[src/rtl/lpf_ser_pkg.sv]
// Shared types and constants for the LPF serial programming port.
package lpf_ser_pkg;

  // Frame is {pd, fc[7:0]}, shifted MSB first.
  localparam int unsigned LPF_FRAME_W = 9;

  // Serialiser FSM states.
  typedef enum logic [1:0] {
    LPF_SER_IDLE  = 2'd0,
    LPF_SER_SETUP = 2'd1,
    LPF_SER_HIGH  = 2'd2,
    LPF_SER_LATCH = 2'd3
  } lpf_ser_state_t;

  // Assemble the frame from the control-register outputs.
  function automatic logic [LPF_FRAME_W-1:0] lpf_pack(input logic pd, input logic [7:0] fc);
    return {pd, fc};
  endfunction

endpackage

[src/rtl/lpf_tick.sv]
// Half-period divider: counts while enabled, wraps to 0 at CLK_DIV-1 and
// flags that cycle as a tick. Clear holds the count at 0.
module lpf_tick #(
  parameter int unsigned CLK_DIV = 4,
  parameter int unsigned DIV_W   = 8
) (
  input  logic clk,
  input  logic rst,
  input  logic clr,
  input  logic en,
  output logic tick
);

  localparam logic [DIV_W-1:0] TERM = DIV_W'(CLK_DIV - 1);

  logic [DIV_W-1:0] div_cnt;

  assign tick = en && (div_cnt == TERM);

  // Divider counter with clear and terminal-count wrap.
  always_ff @(posedge clk or posedge rst) begin
    if (rst) begin
      div_cnt <= '0;
    end else if (clr) begin
      div_cnt <= '0;
    end else if (en) begin
      if (div_cnt == TERM) begin
        div_cnt <= '0;
      end else begin
        div_cnt <= div_cnt + 1'b1;
      end
    end
  end

endmodule

[src/rtl/lpf_ser.sv]
// Serial programming port for the analog LPF tuning latch. Sends {pd,fc}
// MSB first over sclk/sdo/sle after reset and whenever the value differs
// from the last frame sent.
module lpf_ser
  import lpf_ser_pkg::*;
#(
  parameter int unsigned CLK_DIV = 4,
  parameter int unsigned DIV_W   = 8
) (
  input  logic       clk,
  input  logic       rst,
  input  logic       pd,
  input  logic [7:0] fc,
  output logic       sclk,
  output logic       sdo,
  output logic       sle,
  output logic       busy,
  output logic       done
);

  lpf_ser_state_t state, state_nxt;

  logic [LPF_FRAME_W-1:0] shreg, shreg_nxt;
  logic [LPF_FRAME_W-1:0] shadow, shadow_nxt;
  logic                   sent, sent_nxt;
  logic [3:0]             bit_cnt, bit_cnt_nxt;

  logic [LPF_FRAME_W-1:0] frame_in;
  logic                   pending;
  logic                   tick;
  logic                   div_clr;

  logic sclk_nxt, sdo_nxt, sle_nxt, busy_nxt, done_nxt;

  assign frame_in = lpf_pack(pd, fc);
  assign pending  = !sent || (frame_in != shadow);

  // The divider rests at 0 in IDLE, so every state is entered with a fresh count.
  assign div_clr = (state == LPF_SER_IDLE);

  lpf_tick #(
    .CLK_DIV (CLK_DIV),
    .DIV_W   (DIV_W)
  ) u_tick (
    .clk  (clk),
    .rst  (rst),
    .clr  (div_clr),
    .en   (!div_clr),
    .tick (tick)
  );

  // Next-state, datapath and next-output decode.
  always_comb begin
    state_nxt   = state;
    shreg_nxt   = shreg;
    shadow_nxt  = shadow;
    sent_nxt    = sent;
    bit_cnt_nxt = bit_cnt;

    unique case (state)
      LPF_SER_IDLE: begin
        if (pending) begin
          shreg_nxt   = frame_in;
          shadow_nxt  = frame_in;
          sent_nxt    = 1'b1;
          bit_cnt_nxt = 4'd8;
          state_nxt   = LPF_SER_SETUP;
        end
      end
      LPF_SER_SETUP: begin
        if (tick) begin
          state_nxt = LPF_SER_HIGH;
        end
      end
      LPF_SER_HIGH: begin
        if (tick) begin
          if (bit_cnt == 4'd0) begin
            state_nxt = LPF_SER_LATCH;
          end else begin
            shreg_nxt   = {shreg[LPF_FRAME_W-2:0], 1'b0};
            bit_cnt_nxt = bit_cnt - 4'd1;
            state_nxt   = LPF_SER_SETUP;
          end
        end
      end
      LPF_SER_LATCH: begin
        if (tick) begin
          state_nxt = LPF_SER_IDLE;
        end
      end
      default: begin
        state_nxt = LPF_SER_IDLE;
      end
    endcase

    // Outputs are decoded from the upcoming state so that, once registered,
    // they line up with the state they describe.
    sclk_nxt = (state_nxt == LPF_SER_HIGH);
    sdo_nxt  = ((state_nxt == LPF_SER_SETUP) || (state_nxt == LPF_SER_HIGH))
               ? shreg_nxt[LPF_FRAME_W-1] : 1'b0;
    sle_nxt  = (state_nxt == LPF_SER_LATCH);
    busy_nxt = (state_nxt != LPF_SER_IDLE);
    done_nxt = (state == LPF_SER_LATCH) && (state_nxt == LPF_SER_IDLE);
  end

  // State, datapath and output registers.
  always_ff @(posedge clk or posedge rst) begin
    if (rst) begin
      state   <= LPF_SER_IDLE;
      shreg   <= '0;
      shadow  <= '0;
      sent    <= 1'b0;
      bit_cnt <= '0;
      sclk    <= 1'b0;
      sdo     <= 1'b0;
      sle     <= 1'b0;
      busy    <= 1'b0;
      done    <= 1'b0;
    end else begin
      state   <= state_nxt;
      shreg   <= shreg_nxt;
      shadow  <= shadow_nxt;
      sent    <= sent_nxt;
      bit_cnt <= bit_cnt_nxt;
      sclk    <= sclk_nxt;
      sdo     <= sdo_nxt;
      sle     <= sle_nxt;
      busy    <= busy_nxt;
      done    <= done_nxt;
    end
  end

endmodule

[config.mk]
export PLATFORM = sky130hd
export DESIGN_NAME = lpf_ser
export DESIGN_NICKNAME = d
export VERILOG_FILES = /design/src/rtl/lpf_ser_pkg.sv /design/src/rtl/lpf_tick.sv /design/src/rtl/lpf_ser.sv
export SDC_FILE = /design/constraint.sdc
export NUM_CORES = 1
export LEC_CHECK = 0
export BUFFER_PORTS_ARGS = -buffer_cell sky130_fd_sc_hd__buf_2
export CORE_ASPECT_RATIO = 0.75
export CORE_MARGIN = 2
export CORE_UTILIZATION = 63
export DETAILED_ROUTE_END_ITERATION = 8
export HOLD_SLACK_MARGIN = 0.05
export PLACE_DENSITY_LB_ADDON = 0.08
export SETUP_SLACK_MARGIN = 0.4
export SLEW_MARGIN = 20
export SYNTH_ARGS = -nofsm -noshare
export SYNTH_HDL_FRONTEND = slang
export SYNTH_SLANG_ARGS = --single-unit
[constraint.sdc]
create_clock -name clk -period 3.6 [get_ports clk]
set_input_delay 0 -clock clk [delete_from_list [all_inputs] [get_ports clk]]
set_output_delay 0 -clock clk [all_outputs]
set_load 0.05 [all_outputs]
After elaboration in Yosys (flattened, before gate mapping)
Index checks and enable logic that the tools add are counted.

storage, ports and cells
  register bits = 38

operators by class
  muxes and demuxes = 17
  equal/unequal tests = 11
  reductions and logical operators = 13
  add/sub/neg operators = 2

operators by type and width
  operator                                                             count
  9-bit 2-to-1 mux                                                     3
  9-bit case mux with 2 select lines                                   1
  8-bit 2-to-1 mux                                                     2
  4-bit 2-to-1 mux                                                     3
  2-bit 2-to-1 mux                                                     5
  9-bit inequality test                                                1
  8-bit by 1-bit adder with 8-bit output (second input constant)       1
  2-bit == test (second input constant)                                4
  8-bit by 2-bit == test with 1-bit output (second input constant)     1
  2-bit case mux with 4 select lines                                   1
  4-bit case mux with 2 select lines                                   1
  2-bit inequality test (second input constant)                        3
  2-bit by 1-bit == test with 1-bit output (second input constant)     2
  2-bit logical NOT                                                    2
  4-bit logical NOT                                                    1
  4-bit AND reduction                                                  1
  2-bit nonzero test                                                   2
  4-bit by 1-bit subtractor with 4-bit output (second input constant)  1
  1-bit logical AND                                                    2
  1-bit logical NOT                                                    2
  1-bit logical OR                                                     2
  2-bit AND reduction                                                  1
  1-bit 2-to-1 mux                                                     1

Logic depth before layout (Yosys ltp)
  depth after elaboration = 8
  mapped depth = 9
  gate-level depth less buffers = 9

By module
Synthesis repeated with hierarchy kept, for this count alone.

second synthesis, totals
  cell total of the unflattened synthesis = 168
  area total of the unflattened synthesis = 1,923.1 µm²

by module, submodules not included
  module    cells an instance  times used  area an instance (µm²)
  lpf_ser   122                1           1,468.9
  lpf_tick  46                 1           454.2

Least setup slack after synthesis
OpenSTA, ideal clock, no wires.

  kind = reg-to-reg
  from = register u_tick.div_cnt[0]
  to = register sdo
  data arrival time = 2.233 ns
  stages on the path, launching flop included = 10
  library setup time = 0.094 ns
  path slack = 1.273 ns
  cells stage by stage = dfrtp_1 ha_1 or3b_2 or2_0 clkbuf_1 a21oi_1 o31a_1 a21oi_1 ha_1 a211oi_1

on the way
  word-level cells in the longest chain between the ends = 7

RTL lines
  element                                                                           RTL line                                     source
  start: declaration                                                                lpf_tick.sv:16                               logic [DIV_W-1:0] div_cnt;
  start signal: assignment                                                          lpf_tick.sv:30                               div_cnt <= div_cnt + 1'b1;
  8-bit by 2-bit == test with 1-bit output *                                        lpf_tick.sv:18                               assign tick = en && (div_cnt == TERM);
  1-bit logical AND *                                                               lpf_tick.sv:18
  2-bit 2-to-1 mux, on equally long branches                                        lpf_ser.sv:87, lpf_ser.sv:71, lpf_ser.sv:76
  2-bit case mux with 4 select lines                                                lpf_ser.sv:60                                unique case (state)
  2-bit by 1-bit == test with 1-bit output / 2-bit == test (equally long branches)  lpf_ser.sv:99                                sdo_nxt = ((state_nxt == LPF_SER_SETUP) || (state_nxt == LPF_SER_HIGH))
  1-bit logical OR                                                                  lpf_ser.sv:99
  1-bit 2-to-1 mux *                                                                lpf_ser.sv:100                               ? shreg_nxt[LPF_FRAME_W-1] : 1'b0;
  net sdo_nxt                                                                       lpf_ser.sv:33                                logic sclk_nxt, sdo_nxt, sle_nxt, busy_nxt, done_nxt;
  end signal: assignment                                                            lpf_ser.sv:126                               sdo <= sdo_nxt;
  end: declaration                                                                  lpf_ser.sv:15                                output logic sdo,

The timed path passes the listed nets; every way through them passes the cells marked *. The select of a mux whose other input is x is not followed.
A chain may end at the register's enable or synchronous reset.

Worst setup path in the final report
  from = register u_tick.div_cnt[0]
  to = register sdo

on the way
  word-level cells in the longest chain between the ends = 7

RTL lines
  element                                                                           RTL line                                     source
  8-bit by 2-bit == test with 1-bit output *                                        lpf_tick.sv:18
  1-bit logical AND *                                                               lpf_tick.sv:18
  2-bit 2-to-1 mux, on equally long branches                                        lpf_ser.sv:87, lpf_ser.sv:71, lpf_ser.sv:76
  2-bit case mux with 4 select lines *                                              lpf_ser.sv:60
  net state_nxt[1]                                                                  lpf_ser.sv:21                                lpf_ser_state_t state, state_nxt;
  2-bit by 1-bit == test with 1-bit output / 2-bit == test (equally long branches)  lpf_ser.sv:99
  1-bit logical OR *                                                                lpf_ser.sv:99
  1-bit 2-to-1 mux *                                                                lpf_ser.sv:100
  net sdo_nxt                                                                       lpf_ser.sv:33

Marks and branches as above.

==> metrics.yaml <==
yosys.area.top_type: "dfrtp_1"
place.gp.congestion: 0.8226
diodes: 0
wirelength_mm: 3.414
drt-pass1-iter-count: 4
fin_util: 0.7529
tightest_slew_ps: 484.8
met2_usage: 0.3700
clock_latency_ps: 290
cp.required_ps: 3800
vias: 1315
detail_route.wl_per_cell_um: 14.72
synth_top_area_frac: 0.5114
grtUsageTotal: 0.2397
synthTopCellsByArea: "dfrtp_1, mux2_2, xnor2_1"
overflow: 0
portBuffers: 15
p_per_area_nw_per_um2: 364.7
dp_hpwl_mm: 2.397
syn-instance-count: 164
die_w_um: 66.73
post-route-period-util: 0.7006
min_path_type: "in2async"
post_cts_buffers: 0
top_usage_layer: "met2"
syn_area_per_cell_um2: 11.34
fin_crit_ps: 2522
path_clk_slew_ps: 70
grt_max_degree: 39
use_met1: 0.3284
grt_pass1_wl_mm: 5.947
ys_seq_area_frac: 0.5114
clock-sinks: 38
cts-buffers-inserted: 5
clock.fmax_mhz: 396.5
ys_warn_count: 0
synth_nets: 181
yosysUniqueCellTypes: 36
drive_above_1_share: 0.2784
rrSetupSlack_ps: 1080
cts_max_path_buffers: 2
p_leak_nw: 1.022
critical_path.cell_chain: "ha_1 -> or3b_2 -> or2_0 -> o21ai_0 -> o21ai_0 -> ha_1 -> a211oi_1"
regToRegStartpoint: "u_tick.div_cnt[0]$_DFF_PP0_"
core_area_um2: 2872
end_kind: "flop"
p_total_mw: 0.7885
core.rowCount: 17
io_pins: 16
slowest_stage: "or3b_2"
arrival_ps: 2720
relSlewSlack: 0.6756
max-cap-violations: 0
hold_slack_ps: 371.2
tns_ps: 0
endpoint: "sdo$_DFF_PP0_"
htreeDepth: 2
cp_max_fo: 7
area_delta_synth_final_pct: 16.29
status: "complete, no violations"
reg2regPathDepth: 7
first_iter_violations: 126
grt_use_met3: 0.05947
synth_seq_cells: 38
antenna_found_initial: 0
fin_nets: 210
cts_root_buf: "clkbuf_8"
drc: 0
cp-startpoint: "u_tick.div_cnt[0]$_DFF_PP0_"
slew_viol_final: 0
drtAntennaViolNets: 0
start_util: 0.6475
ir_drop_mv: 0.2848
die_area_um2: 3406
cts_tree: "done"
dieHeight_um: 51.05
startpoint_type: "flop"
grt_pass1_vias: 1308
max_stage_delay_ps: 510
timing.rr.end: "sdo$_DFF_PP0_"
vias_per_cell: 5.668
setup_viol: 0
rsz0062_at_grt: "false"
hold_viol_final: 0
skew_ps: 3.594
crit_type: "reg2reg"
netlist_area_um2: 1859
==> state kept, by name, summed over array words and instances (netlist names) <==
name,cells
shadow,9
shreg,9
u_tick.div_cnt,8
bit_cnt,4
state,2
busy,1
done,1
sclk,1
sdo,1
sent,1
sle,1
==> synthesized netlist by cell type <==
cell	count
nor2_2	1
ha_1	6
mux2_2	10
or2b_2	1
or4_4	1
or2_2	2
inv_1	5
nand2_1	11
and3_1	4
o31a_1	1
nand2_2	1
clkbuf_1	4
nand3_1	6
nand4_1	4
o31ai_1	1
nor2_1	14
nor3_1	2
a311oi_1	1
o31a_2	1
a21o_1	1
xor2_1	7
nor4b_4	1
or3b_2	2
o21ai_0	4
a21oi_1	3
or2_0	1
nand2b_1	3
mux2_4	1
nor2b_1	1
xnor2_1	10
a22o_2	2
a22o_1	5
buf_6	1
a211oi_1	1
a21o_2	7
dfrtp_1	38
==> worst min-delay path by stage <==
stage                                   to  startpoint  slack (ps)  cells past startpoint
5_1_grt        u_tick.div_cnt[3]$_DFF_PP0_         rst         440                      4
3_5_place_dp   u_tick.div_cnt[5]$_DFF_PP0_         rst         150                      3
2_1_floorplan         shreg[0]$_DFFE_PP0P_       fc[0]         120                      2
3_3_place_gp         shadow[1]$_DFFE_PP0P_         rst         120                      3
6_report       u_tick.div_cnt[5]$_DFF_PP0_         rst         370                      4
4_1_cts        u_tick.div_cnt[5]$_DFF_PP0_         rst         380                      4
==> timing repair <==
item                                   4_1_cts  5_1_grt
resized for setup                            0        0
endpoints found under the hold margin       49        0
setup endpoints to repair                    0        0
hold buffers                                10        0
==> logic make-up after synthesis <==
group                      after synthesis  synth area share
adders and majority gates                6           0.04038
and+or+nand+nor                         55            0.1622
buffers and inverters                   10           0.02422
muxes                                   11           0.06864
xor gates and xnor gates                17           0.08008
DFF                                     38            0.5114
AOI/OAI and AO/OA                       27            0.1131
==> stage by stage <==
stage	cells	cell area [um^2]	worst slack (ps)
6_report	232	2162	1078
5_1_grt	232	2162	889.7
4_1_cts	232	2162	1088
3_5_place_dp	214	1971	1103
3_3_place_gp	214	1971	1211
2_1_floorplan	164	1859	1273
==> metal layers <==
metal / share of wire / vias up
li1: - / 628
met3: 0.036 / 4
met1: 0.48 / 663
met4: 0.012 / 0
met5: 0 / -
met2: 0.47 / 20
==> power breakdown <==
| group | total [mW] | internal [mW] | leakage [nW] | switching, mW |
|---|---|---|---|---|
| registers | 0.439 | 0.434 | 0.481 | 0.00483 |
| clock network | 0.296 | 0.154 | 0.0482 | 0.142 |
| logic | 0.0530 | 0.0253 | 0.493 | 0.0277 |
==> layout by cell type, fill, tap and decap left out, types with 2 or more instances in the layout <==
| cell type | count |
|---|---|
| nor3_1 | 2 |
| nand3_1 | 6 |
| a21o_2 | 7 |
| dfrtp_1 | 38 |
| buf_4 | 2 |
| a22o_2 | 2 |
| xnor2_1 | 10 |
| nand2_1 | 11 |
| mux2_2 | 10 |
| or2_2 | 2 |
| a22o_1 | 5 |
| inv_1 | 5 |
| and3_1 | 4 |
| nand2b_1 | 3 |
| ha_1 | 6 |
| xor2_1 | 7 |
| a21oi_1 | 3 |
| nand4_1 | 4 |
| buf_2 | 15 |
| dlygate4sd3_1 | 10 |
| o21ai_0 | 4 |
| clkbuf_8 | 6 |
| or3b_2 | 2 |
| nor2_1 | 14 |
==> critical path, delay by kind of cell, from the launching register on <==
family          cells  cell delay, ps
compound gates      3             600
fa+ha+maj           2             590
flops               1             410
simple gates        2             840
==> final cells by class <==
class                           instances  area, um^2
Timing Repair Buffer                   27       190.2
Tap cell                               38       47.55
Clock buffer                            7       86.33
Inverter                                5       18.77
Fill cell                             198       709.4
Multi-Input combinational cell        116       863.3
Sequential cell                        38       950.9
Clock inverter                          1       5.005
Note: power is estimated with default switching activity, not from simulation.
